## src/rtl/alu_seq.sv

```systemverilog
// alu_seq: sequential ALU with registered result, N/V/C/Z flags and a valid pulse.
// Single-cycle ops (NOP/ADD/SUB/AND/OR/XOR/SHL1) complete one edge after acceptance.
// Optional macro ALU_SEQ_MUL_EN enables a multi-cycle shift-add multiplier on
// opcode 111; without it opcode 111 behaves like NOP and o_ready is tied high.
module alu_seq #(
  parameter int WIDTH = 8
) (
  input  logic             i_clk,
  input  logic             i_reset,
  input  logic [2:0]       i_control,
  input  logic             i_load,
  input  logic [WIDTH-1:0] i_din_a,
  input  logic [WIDTH-1:0] i_din_b,
  output logic             o_ready,
  output logic             o_valid,
  output logic [WIDTH-1:0] o_dout,
  output logic [3:0]       o_flags
);

  localparam logic [2:0] OP_ADD  = 3'b001;
  localparam logic [2:0] OP_SUB  = 3'b010;
  localparam logic [2:0] OP_AND  = 3'b011;
  localparam logic [2:0] OP_OR   = 3'b100;
  localparam logic [2:0] OP_XOR  = 3'b101;
  localparam logic [2:0] OP_SHL1 = 3'b110;

  logic [WIDTH-1:0] doutQ;
  logic [3:0]       flagsQ;
  logic             validQ;

  logic [WIDTH:0]   sumFull;
  logic [WIDTH:0]   diffFull;
  logic [WIDTH-1:0] aluRes;
  logic             aluC;
  logic             aluV;
  logic [3:0]       aluFlags;

  // Single-cycle datapath: result and flags for every opcode except the multiplier
  always_comb begin
    sumFull  = {1'b0, i_din_a} + {1'b0, i_din_b};
    diffFull = {1'b0, i_din_a} - {1'b0, i_din_b};
    aluRes   = '0;
    aluC     = 1'b0;
    aluV     = 1'b0;
    case (i_control)
      OP_ADD: begin
        aluRes = sumFull[WIDTH-1:0];
        aluC   = sumFull[WIDTH];
        aluV   = (i_din_a[WIDTH-1] == i_din_b[WIDTH-1]) &&
                 (sumFull[WIDTH-1] != i_din_a[WIDTH-1]);
      end
      OP_SUB: begin
        aluRes = diffFull[WIDTH-1:0];
        aluC   = diffFull[WIDTH];
        aluV   = (i_din_a[WIDTH-1] != i_din_b[WIDTH-1]) &&
                 (diffFull[WIDTH-1] != i_din_a[WIDTH-1]);
      end
      OP_AND:  aluRes = i_din_a & i_din_b;
      OP_OR:   aluRes = i_din_a | i_din_b;
      OP_XOR:  aluRes = i_din_a ^ i_din_b;
      OP_SHL1: begin
        aluRes = {i_din_a[WIDTH-2:0], 1'b0};
        aluC   = i_din_a[WIDTH-1];
      end
      default: aluRes = '0;
    endcase
    aluFlags = {aluRes[WIDTH-1], aluV, aluC, (aluRes == '0)};
  end

`ifdef ALU_SEQ_MUL_EN
  localparam logic [2:0] OP_MUL = 3'b111;
  localparam int CNT_W = $clog2(WIDTH);
  localparam logic [CNT_W-1:0] CNT_LAST = CNT_W'(WIDTH - 1);

  typedef enum logic {
    S_IDLE,
    S_MUL
  } state_t;

  state_t             stateQ;
  logic               readyQ;
  logic [2*WIDTH-1:0] mcandQ;
  logic [2*WIDTH-1:0] accQ;
  logic [WIDTH-1:0]   mplierQ;
  logic [CNT_W-1:0]   cntQ;
  logic [2*WIDTH-1:0] productD;

  // Partial product for the current iteration; on the last one it is the full product
  always_comb begin
    productD = accQ + (mplierQ[0] ? mcandQ : '0);
  end

  // Control FSM: single-cycle ops complete from IDLE, MUL iterates WIDTH times then returns
  always_ff @(posedge i_clk) begin
    if (i_reset) begin
      stateQ  <= S_IDLE;
      readyQ  <= 1'b1;
      mcandQ  <= '0;
      accQ    <= '0;
      mplierQ <= '0;
      cntQ    <= '0;
      doutQ   <= '0;
      flagsQ  <= '0;
      validQ  <= 1'b0;
    end else begin
      validQ <= 1'b0;
      case (stateQ)
        S_IDLE: begin
          if (i_load) begin
            if (i_control == OP_MUL) begin
              stateQ  <= S_MUL;
              readyQ  <= 1'b0;
              mcandQ  <= {{WIDTH{1'b0}}, i_din_a};
              mplierQ <= i_din_b;
              accQ    <= '0;
              cntQ    <= '0;
            end else begin
              doutQ  <= aluRes;
              flagsQ <= aluFlags;
              validQ <= 1'b1;
            end
          end
        end
        S_MUL: begin
          accQ    <= productD;
          mcandQ  <= mcandQ << 1;
          mplierQ <= mplierQ >> 1;
          cntQ    <= cntQ + CNT_W'(1);
          if (cntQ == CNT_LAST) begin
            stateQ <= S_IDLE;
            readyQ <= 1'b1;
            cntQ   <= '0;
            doutQ  <= productD[WIDTH-1:0];
            flagsQ <= {productD[WIDTH-1], 1'b0, |productD[2*WIDTH-1:WIDTH],
                       (productD[WIDTH-1:0] == '0)};
            validQ <= 1'b1;
          end
        end
      endcase
    end
  end

  assign o_ready = readyQ;
`else
  // Result register: every accepted load completes on the next edge
  always_ff @(posedge i_clk) begin
    if (i_reset) begin
      doutQ  <= '0;
      flagsQ <= '0;
      validQ <= 1'b0;
    end else begin
      validQ <= i_load;
      if (i_load) begin
        doutQ  <= aluRes;
        flagsQ <= aluFlags;
      end
    end
  end

  assign o_ready = 1'b1;
`endif

  assign o_valid = validQ;
  assign o_dout  = doutQ;
  assign o_flags = flagsQ;

endmodule

```

## config.mk

```make
export PLATFORM = sky130hd
export DESIGN_NAME = alu_seq
export DESIGN_NICKNAME = d
export VERILOG_FILES = /design/src/rtl/alu_seq.sv
export SDC_FILE = /design/constraint.sdc
export NUM_CORES = 1
export LEC_CHECK = 0
export CAP_MARGIN = 0
export CORE_MARGIN = 10
export CORE_UTILIZATION = 35
export CTS_CLUSTER_SIZE = 24
export DETAILED_ROUTE_END_ITERATION = 12
export GPL_ROUTABILITY_DRIVEN = 1
export RECOVER_POWER = 100
export SLEW_MARGIN = 40
export SYNTH_ARGS = -nofsm -noshare
export SYNTH_HDL_FRONTEND = slang
export SYNTH_SLANG_ARGS = --single-unit
```

## constraint.sdc

```tcl
create_clock -name i_clk -period 3.2 [get_ports i_clk]
set_clock_uncertainty 0.1 [all_clocks]
set_input_delay 0.32 -clock i_clk [delete_from_list [all_inputs] [get_ports i_clk]]
set_output_delay 0.32 -clock i_clk [all_outputs]
set_load 0.02 [all_outputs]
```

## Word level (Yosys, flattened, before mapping)

Index checks and enable logic that the tools add are counted.

- Bitwise logic cells: 3
- Equality and inequality tests: 10
- Shifts and indexed selects: 0
- Add/sub/neg operators: 2
- Div/mod/pow operators: 0
- $lt $le $gt $ge: 0
- Multipliers: 0
- Reductions and logical operators: 3
- Muxes and demuxes: 3

Operators with widths:

| operator | count |
|---|---|
| 8-bit one-hot mux with 6 select lines | 1 |
| 8-bit by 8-bit adder with 9-bit output | 1 |
| 3-bit == test, second input constant | 3 |
| 8-bit by 8-bit subtractor with 9-bit output | 1 |
| 8-bit bitwise AND | 1 |
| 8-bit zero test | 1 |
| 8-bit bitwise OR | 1 |
| 8-bit XOR | 1 |
| 3-bit by 2-bit == test with 1-bit output, second input constant | 2 |
| 3-bit by 1-bit == test with 1-bit output, second input constant | 1 |
| 1-bit inequality test | 3 |
| 1-bit one-hot mux with 3 select lines | 1 |
| 1-bit logical AND | 2 |
| 1-bit one-hot mux with 2 select lines | 1 |
| 1-bit == test | 1 |

- Memories: 0
- Memory bits (read-only): 0
- Register bits: 13
- Input port bits: 22
- Memory bits (writable): 0
- Word-level logic and storage cells: 24
- Latch bits: 0
- Output and inout bits: 14

## Depth between registers and ports, before layout

Gate-level depths: netlist (run 1).

- Depth in word-level cells: 4
- Mapped depth: 9

## Worst setup path after synthesis (run 1)

Ideal clock, no wire load.

- Path type: input port to flip-flop
- Start: in i_din_a[2]
- End: reg flagsQ[0], in the netlist o_flags[0]
- Data required time: 2.984 ns
- Cell stages on the path: 9
- Path slack: 0.781 ns
- Library setup time: 0.116 ns
- Path buffers: 1
- Data arrival time: 2.204 ns
- Cell sequence: inv_1 > ha_1 > buf_6 > or3_4 > and3_4 > o31a_1 > and2_0 > o32a_1 > a31o_1

- Cells in the longest elaborated chain, start to end: 3

Ends and longest elaborated chain:

| element | line | RTL |
|---|---|---|
| from (decl) | 12 | `input logic [WIDTH-1:0] i_din_a,` |
| 8-bit by 8-bit subtractor with 9-bit output, or another cell as far along | 41 | `diffFull = {1'b0, i_din_a} - {1'b0, i_din_b};` |
| 8-bit one-hot mux with 6 select lines * | 45 | `case (i_control)` |
| 8-bit zero test * | 67 | `aluFlags = {aluRes[WIDTH-1], aluV, aluC, (aluRes == '0)};` |
| to (signal assigned) | 155 | `flagsQ <= aluFlags;` |
| to (decl) | 28 | `logic [3:0] flagsQ;` |

Every way passes the cells marked *; elsewhere a longest branch is shown, timed or not.
A chain may end at the register's enable or synchronous reset.

## Worst setup path after layout (run 1)

Same ends and word-level chain as after synthesis.

==> impl_metrics.env, run 1 <==
export IMPL_final_nets=320
export IMPL_p_leak_nw=0.973
export IMPL_track_usage_pct=11.2
export IMPL_async_flop_share_pct=0
export IMPL_setup_violations=0
export IMPL_io_buffer_count=34
export IMPL_ys_warn_count=0
export IMPL_ff_latch_area_sq_um=240
export IMPL_initial_core_util_pct=36.8
export IMPL_ant_nets=0
export IMPL_irDropWorstVdd_v=0.000120
export IMPL_core_area_sq_um=4790
export IMPL_wl_per_cell_um=14.2
export IMPL_powerDensity_nw_per_um2=259
export IMPL_pwr_share_seq_pct=28.2
export IMPL_fp_dieW_um=90.9
export IMPL_numCtsBuffers=3
export IMPL_syn_inst=232
export IMPL_cts_setup_buffers=0
export IMPL_critPathMaxFanout=10
export IMPL_critPathCaptureType="register"
export IMPL_switchingPower_w=0.000210
export IMPL_syn_area_sq_um=1760
export IMPL_gr_total_overflow=0
export IMPL_fmax_mhz=338
export IMPL_n_antenna_cell=0
export IMPL_critPathSlowestCell="dlygate4sd3_1"
export IMPL_criticalPathCategory="input pin to register"
export IMPL_vias=1793
export IMPL_die_area_sq_um=8270
export IMPL_cts_hold_buf=0
export IMPL_die_height_um=90.9
export IMPL_drt_vias_per_instance=5.34
export IMPL_cap_violations=0
export IMPL_fin_cells=336
export IMPL_hpwl_mm=3.91
export IMPL_synth_edf_count=0
export IMPL_grt_pass1_vias=1759
export IMPL_setup_tns_ns=0
export IMPL_hold_worst_slack_ns=0.376
export IMPL_synth_cell_types=61
export IMPL_crit_arrival_ns=2.99
export IMPL_pin_count=36
export IMPL_syn_avg_cell_area_sq_um=7.59
export IMPL_antenna_found_initial=0
export IMPL_hold_path_class="register to register"
export IMPL_cp_required_ns=3.23
export IMPL_cell_internal_pwr_w=0.000374
export IMPL_cp_slowest_stage_delay_ns=0.61
export IMPL_switching_share_pct=35.9
export IMPL_synth_net_count=281
export IMPL_num_fill_cells=492
export IMPL_crit_path_cell_trace="dlygate4sd3_1 > inv_1 > ha_1 > or3_4 > and3_1 > o31a_1 > and2_0 > o32a_1 > a31o_1"
export IMPL_fin_crit_ns=2.96
export IMPL_drtIter0Drc=98
export IMPL_post_route_period_util_pct=92.4
export IMPL_power_share_clock_pct=22.5
export IMPL_clockBufferDepth=2
export IMPL_multi_input_area_sq_um=1320
export IMPL_dp_cells=333
export IMPL_row_count=25
export IMPL_slew_headroom_pct=66.1
export IMPL_p_comb_share_pct=49.3
export IMPL_post_route_util_pct=47.0
export IMPL_drive_gt1_share_pct=9.67
export IMPL_drc=0
export IMPL_htreeDepth=1
export IMPL_place_congestion=0.894
export IMPL_grt_max_degree=19
export IMPL_rsz0062_at_grt="false"
export IMPL_root_buffer="clkbuf_8"
export IMPL_outcome="finished, final reports clean"
export IMPL_cts_resized=0
export IMPL_cts_tree="done"
export IMPL_synth_seq_cells=12
export IMPL_p_total_w=0.000583
export IMPL_slew_viol_final=0
export IMPL_cts_num_sinks=12
export IMPL_firstDrtPassIters=4
export IMPL_wirelength_mm=4.79
export IMPL_worst_pin_slew_ns=0.496
export IMPL_grt_pass1_wl_mm=8.17
export IMPL_path_clk_slew_ns=0.05
export IMPL_ys_seq_area_share_pct=13.6
export IMPL_hold_violations=0
export IMPL_insertion_delay_ns=0.23
export IMPL_start_kind="input pin"
export IMPL_dominantRegCellSynth="dfxtp_1"
export IMPL_area_growth_pct=27.6
==> power by group through the flow <==
| stage | Sequential, W | Clock (W) | Combinational [W] |
|---|---|---|---|
| final | 0.000164 | 0.000131 | 0.000288 |
| after global routing | 0.000166 | 0.000142 | 0.000319 |
| after CTS | 0.000165 | 0.000136 | 0.000294 |
| after detailed placement | 0.000168 | 0 | 0.000292 |
| after global placement | 0.000168 | 0 | 0.000293 |
| after floorplan | 0.000180 | 0 | 0.000172 |
==> metrics by stage <==
step	cell area, sq um	worst slack [ns]
global route	2250	0.0965
detailed placement	2220	0.00473
CTS	2260	0.243
finish	2250	0.244
floorplan	1760	0.781
global placement	2220	0.00534
==> worst max-delay path, delay by kind of cell <==
kind,cells,cell delay [ns]
AND/OR/NAND/NOR,3,0.79
AO/OA/AOI/OAI,3,0.79
buffers and inverters,2,0.67
adder cells (fa/ha/maj),1,0.42
==> routing by layer <==
| metal | global-route usage (%) | vias to the layer above | routed length (um) |
|---|---|---|---|
| met5 | 0 | - | 0 |
| met4 | 3.13 | 0 | 40 |
| met3 | 2.47 | 4 | 298 |
| met2 | 17.2 | 59 | 2050 |
| met1 | 15.2 | 814 | 2400 |
| li1 | - | 916 | - |
==> flip-flops by register name, summed over array words and instances, names as in the netlist <==
signal,count
o_flags,3
o_valid,1
o_dout,8
==> worst paths after layout <==
path	start	endpoint	slack, ns	depth (start not counted)
max	i_din_a[2]	o_flags[0]$_SDFFE_PP0P_	0.24	9
min	o_flags[1]$_SDFFE_PP0P_	o_flags[1]$_SDFFE_PP0P_	0.38	2
max reg2reg	o_flags[2]$_SDFFE_PP0P_	o_flags[2]$_SDFFE_PP0P_	2.35	2
min reg2reg	o_flags[1]$_SDFFE_PP0P_	o_flags[1]$_SDFFE_PP0P_	0.38	2
==> area by class of cell <==
cell class              instances  area share [%]
flip-flops and latches         12            10.7
repair buffers                 50            20.5
inverters                      27            4.51
clock buffers                   3            1.84
multi-input cells             177            58.8
well taps                      67            3.73
==> cells in the mapped netlist, types with 4 or more instances <==
cell type,n,area (sq um)
clkbuf_1,6,22.5
a21oi_1,10,50.1
buf_4,4,30.0
buf_2,5,25.0
dfxtp_1,12,240
nand3_1,7,35.0
nand2_1,11,41.3
o21ai_0,10,50.1
nor3b_1,4,30.0
nor2b_1,8,50.1
inv_1,27,101
nand3b_1,4,30.0
a211oi_1,7,52.6
ha_1,25,313
nand2b_1,6,37.5
nor3_1,9,45.0
nor2_1,16,60.1
==> kinds of logic (layout without fill, tap and decap cells) <==
group / Yosys count / after routing / share of synthesized area, %
and+or+nand+nor: 78 / 78 / 24.9
AOI/OAI and AO/OA: 67 / 67 / 28.2
buffers and inverters: 43 / 80 / 10.8
adders and majority gates: 27 / 27 / 20.0
DFF: 12 / 12 / 13.6
muxes: 3 / 3 / 1.78
other: 1 / 1 / 0.213
xor gates and xnor gates: 1 / 1 / 0.497
==> cell usage in the layout, fill, tap and decap left out, types with 3 or more instances in the layout <==
master / instances
a21oi_1: 10
nand2_1: 11
dfxtp_1: 12
a211oi_1: 8
inv_1: 27
nor3_1: 9
nor3b_1: 4
o21ai_0: 10
ha_1: 25
a31oi_1: 3
nor2_1: 16
nand2b_1: 6
a221oi_1: 3
clkbuf_8: 3
nand3b_1: 4
nor2b_1: 8
clkdlybuf4s50_1: 18
nand3_1: 7
buf_4: 15
o221ai_1: 3
a221o_1: 3
dlygate4sd3_1: 16
Power figures use the tool's default switching activity.
==> inputs of run 2 (changes only) <==
Settings changed: SLEW_MARGIN 40 to 20.
Clock period 3.2 ns to 3.3 ns, I/O delays scaled along.
==> impl_metrics.env, run 2 (same netlist as run 1, synthesis figures left out) <==
export IMPL_irDropWorstVdd_v=0.0000979
export IMPL_root_buffer="clkbuf_8"
export IMPL_vias=1777
export IMPL_final_nets=319
export IMPL_ant_nets=0
export IMPL_slew_headroom_pct=52.4
export IMPL_cp_required_ns=3.39
export IMPL_dp_cells=332
export IMPL_cts_resized=0
export IMPL_drt_vias_per_instance=5.29
export IMPL_die_area_sq_um=8270
export IMPL_pin_count=36
export IMPL_gr_total_overflow=0
export IMPL_place_congestion=0.936
export IMPL_row_count=25
export IMPL_firstDrtPassIters=4
export IMPL_cts_tree="done"
export IMPL_clockBufferDepth=2
export IMPL_post_route_period_util_pct=90.5
export IMPL_htreeDepth=1
export IMPL_grt_pass1_vias=1773
export IMPL_die_height_um=90.9
export IMPL_crit_arrival_ns=3.08
export IMPL_largest_register_ffs=8
export IMPL_cap_violations=0
export IMPL_setup_tns_ns=0
export IMPL_core_area_sq_um=4790
export IMPL_final_common_cell="inv_1"
export IMPL_grt_pass1_wl_mm=8.37
export IMPL_slew_viol_final=0
export IMPL_track_usage_pct=11.7
export IMPL_grt_max_degree=19
export IMPL_fin_crit_ns=2.99
export IMPL_antenna_found_initial=0
export IMPL_drtIter0Drc=162
export IMPL_path_clk_slew_ns=0.05
export IMPL_start_kind="input pin"
export IMPL_critPathMaxFanout=4
export IMPL_io_buffer_count=34
export IMPL_hold_depth=2
export IMPL_multi_input_area_sq_um=1320
export IMPL_setup_violations=0
export IMPL_hold_violations=0
export IMPL_insertion_delay_ns=0.24
export IMPL_cts_hold_buf=0
export IMPL_drive_gt1_share_pct=9.67
export IMPL_numCtsBuffers=3
export IMPL_cts_setup_buffers=0
export IMPL_cts_num_sinks=12
export IMPL_hpwl_mm=3.91
export IMPL_rsz0062_at_grt="false"
export IMPL_wl_per_cell_um=14.4
export IMPL_fin_cells=336
export IMPL_fmax_mhz=335
export IMPL_drc=0
export IMPL_area_growth_pct=27.8
export IMPL_powerDensity_nw_per_um2=266
export IMPL_criticalPathCategory="input pin to register"
export IMPL_p_leak_nw=0.974
export IMPL_num_fill_cells=506
export IMPL_outcome="finished, final reports clean"
export IMPL_ff_latch_area_sq_um=240
export IMPL_wirelength_mm=4.84
export IMPL_critPathCaptureType="register"
export IMPL_hold_path_class="register to register"
export IMPL_r2r_cells=2
export IMPL_n_antenna_cell=0
export IMPL_initial_core_util_pct=36.8
export IMPL_worst_pin_slew_ns=0.696
export IMPL_most_common_layout_cells="inv_1, ha_1, clkdlybuf4s50_1"
export IMPL_fp_dieW_um=90.9
-- run 2: cell count changes in the layout (fill, tap and decap cells not counted), sizes merged --
cell,previous run,this run
buf,15,14
clkbuf,4,5
-- run 2: power by group --
| group | internal, W | switching [W] |
|---|---|---|
| registers | 0.000155 | 0.00000434 |
| logic | 0.000127 | 0.000152 |
| clock network | 0.000105 | 0.0000545 |
-- run 2: through the flow --
| stage | worst slack (ns) | hold slack (ns) | area [sq um] | utilization (%) | total power [W] |
|---|---|---|---|---|---|
| 4_1_cts | 0.370 | 0.391 | 2260 | 47.3 | 0.000613 |
| 5_1_grt | 0.122 | 0.422 | 2250 | 47.0 | 0.000643 |
| 2_1_floorplan | 0.871 | 0.322 | 1760 | - | 0.000342 |
| 3_5_place_dp | 0.117 | 0.382 | 2210 | 46.2 | 0.000448 |
| 3_3_place_gp | 0.213 | 0.380 | 2210 | 46.2 | 0.000447 |
| 6_report | 0.315 | 0.382 | 2250 | 47.0 | 0.000598 |
-- run 2: area by class of cell --
| class | count | share of cell area (%) |
|---|---|---|
| Multi-Input combinational cell | 177 | 58.5 |
| Timing Repair Buffer | 49 | 20.1 |
| Sequential cell | 12 | 10.7 |
| Inverter | 27 | 4.50 |
| Tap cell | 67 | 3.72 |
| Clock buffer | 4 | 2.45 |
-- run 2: routing by layer --
metal  up-vias  track usage, %  part of all wire, %
met4         0            4.57                  1.8
met3         7            2.22                  6.6
met1       794            15.7                   50
met5         -               0                    0
li1        914               -                    -
met2        62            18.0                   42
-- run 2: critical path: stages --
cell,delay (ns)
dlygate4sd3_1,0.57
ha_1,0.24
fa_1,0.43
a211oi_1,0.23
nor3_1,0.10
a221o_1,0.36
a221oi_1,0.36
buf_4,0.17
and4_1,0.16
a31o_1,0.13
-- run 2: final timing paths --
kind	start	to	slack, ns
min reg2reg	o_flags[1]$_SDFFE_PP0P_	o_flags[1]$_SDFFE_PP0P_	0.38
min	o_flags[1]$_SDFFE_PP0P_	o_flags[1]$_SDFFE_PP0P_	0.38
max reg2reg	o_flags[2]$_SDFFE_PP0P_	o_flags[2]$_SDFFE_PP0P_	2.45
max	i_din_a[0]	o_flags[0]$_SDFFE_PP0P_	0.31
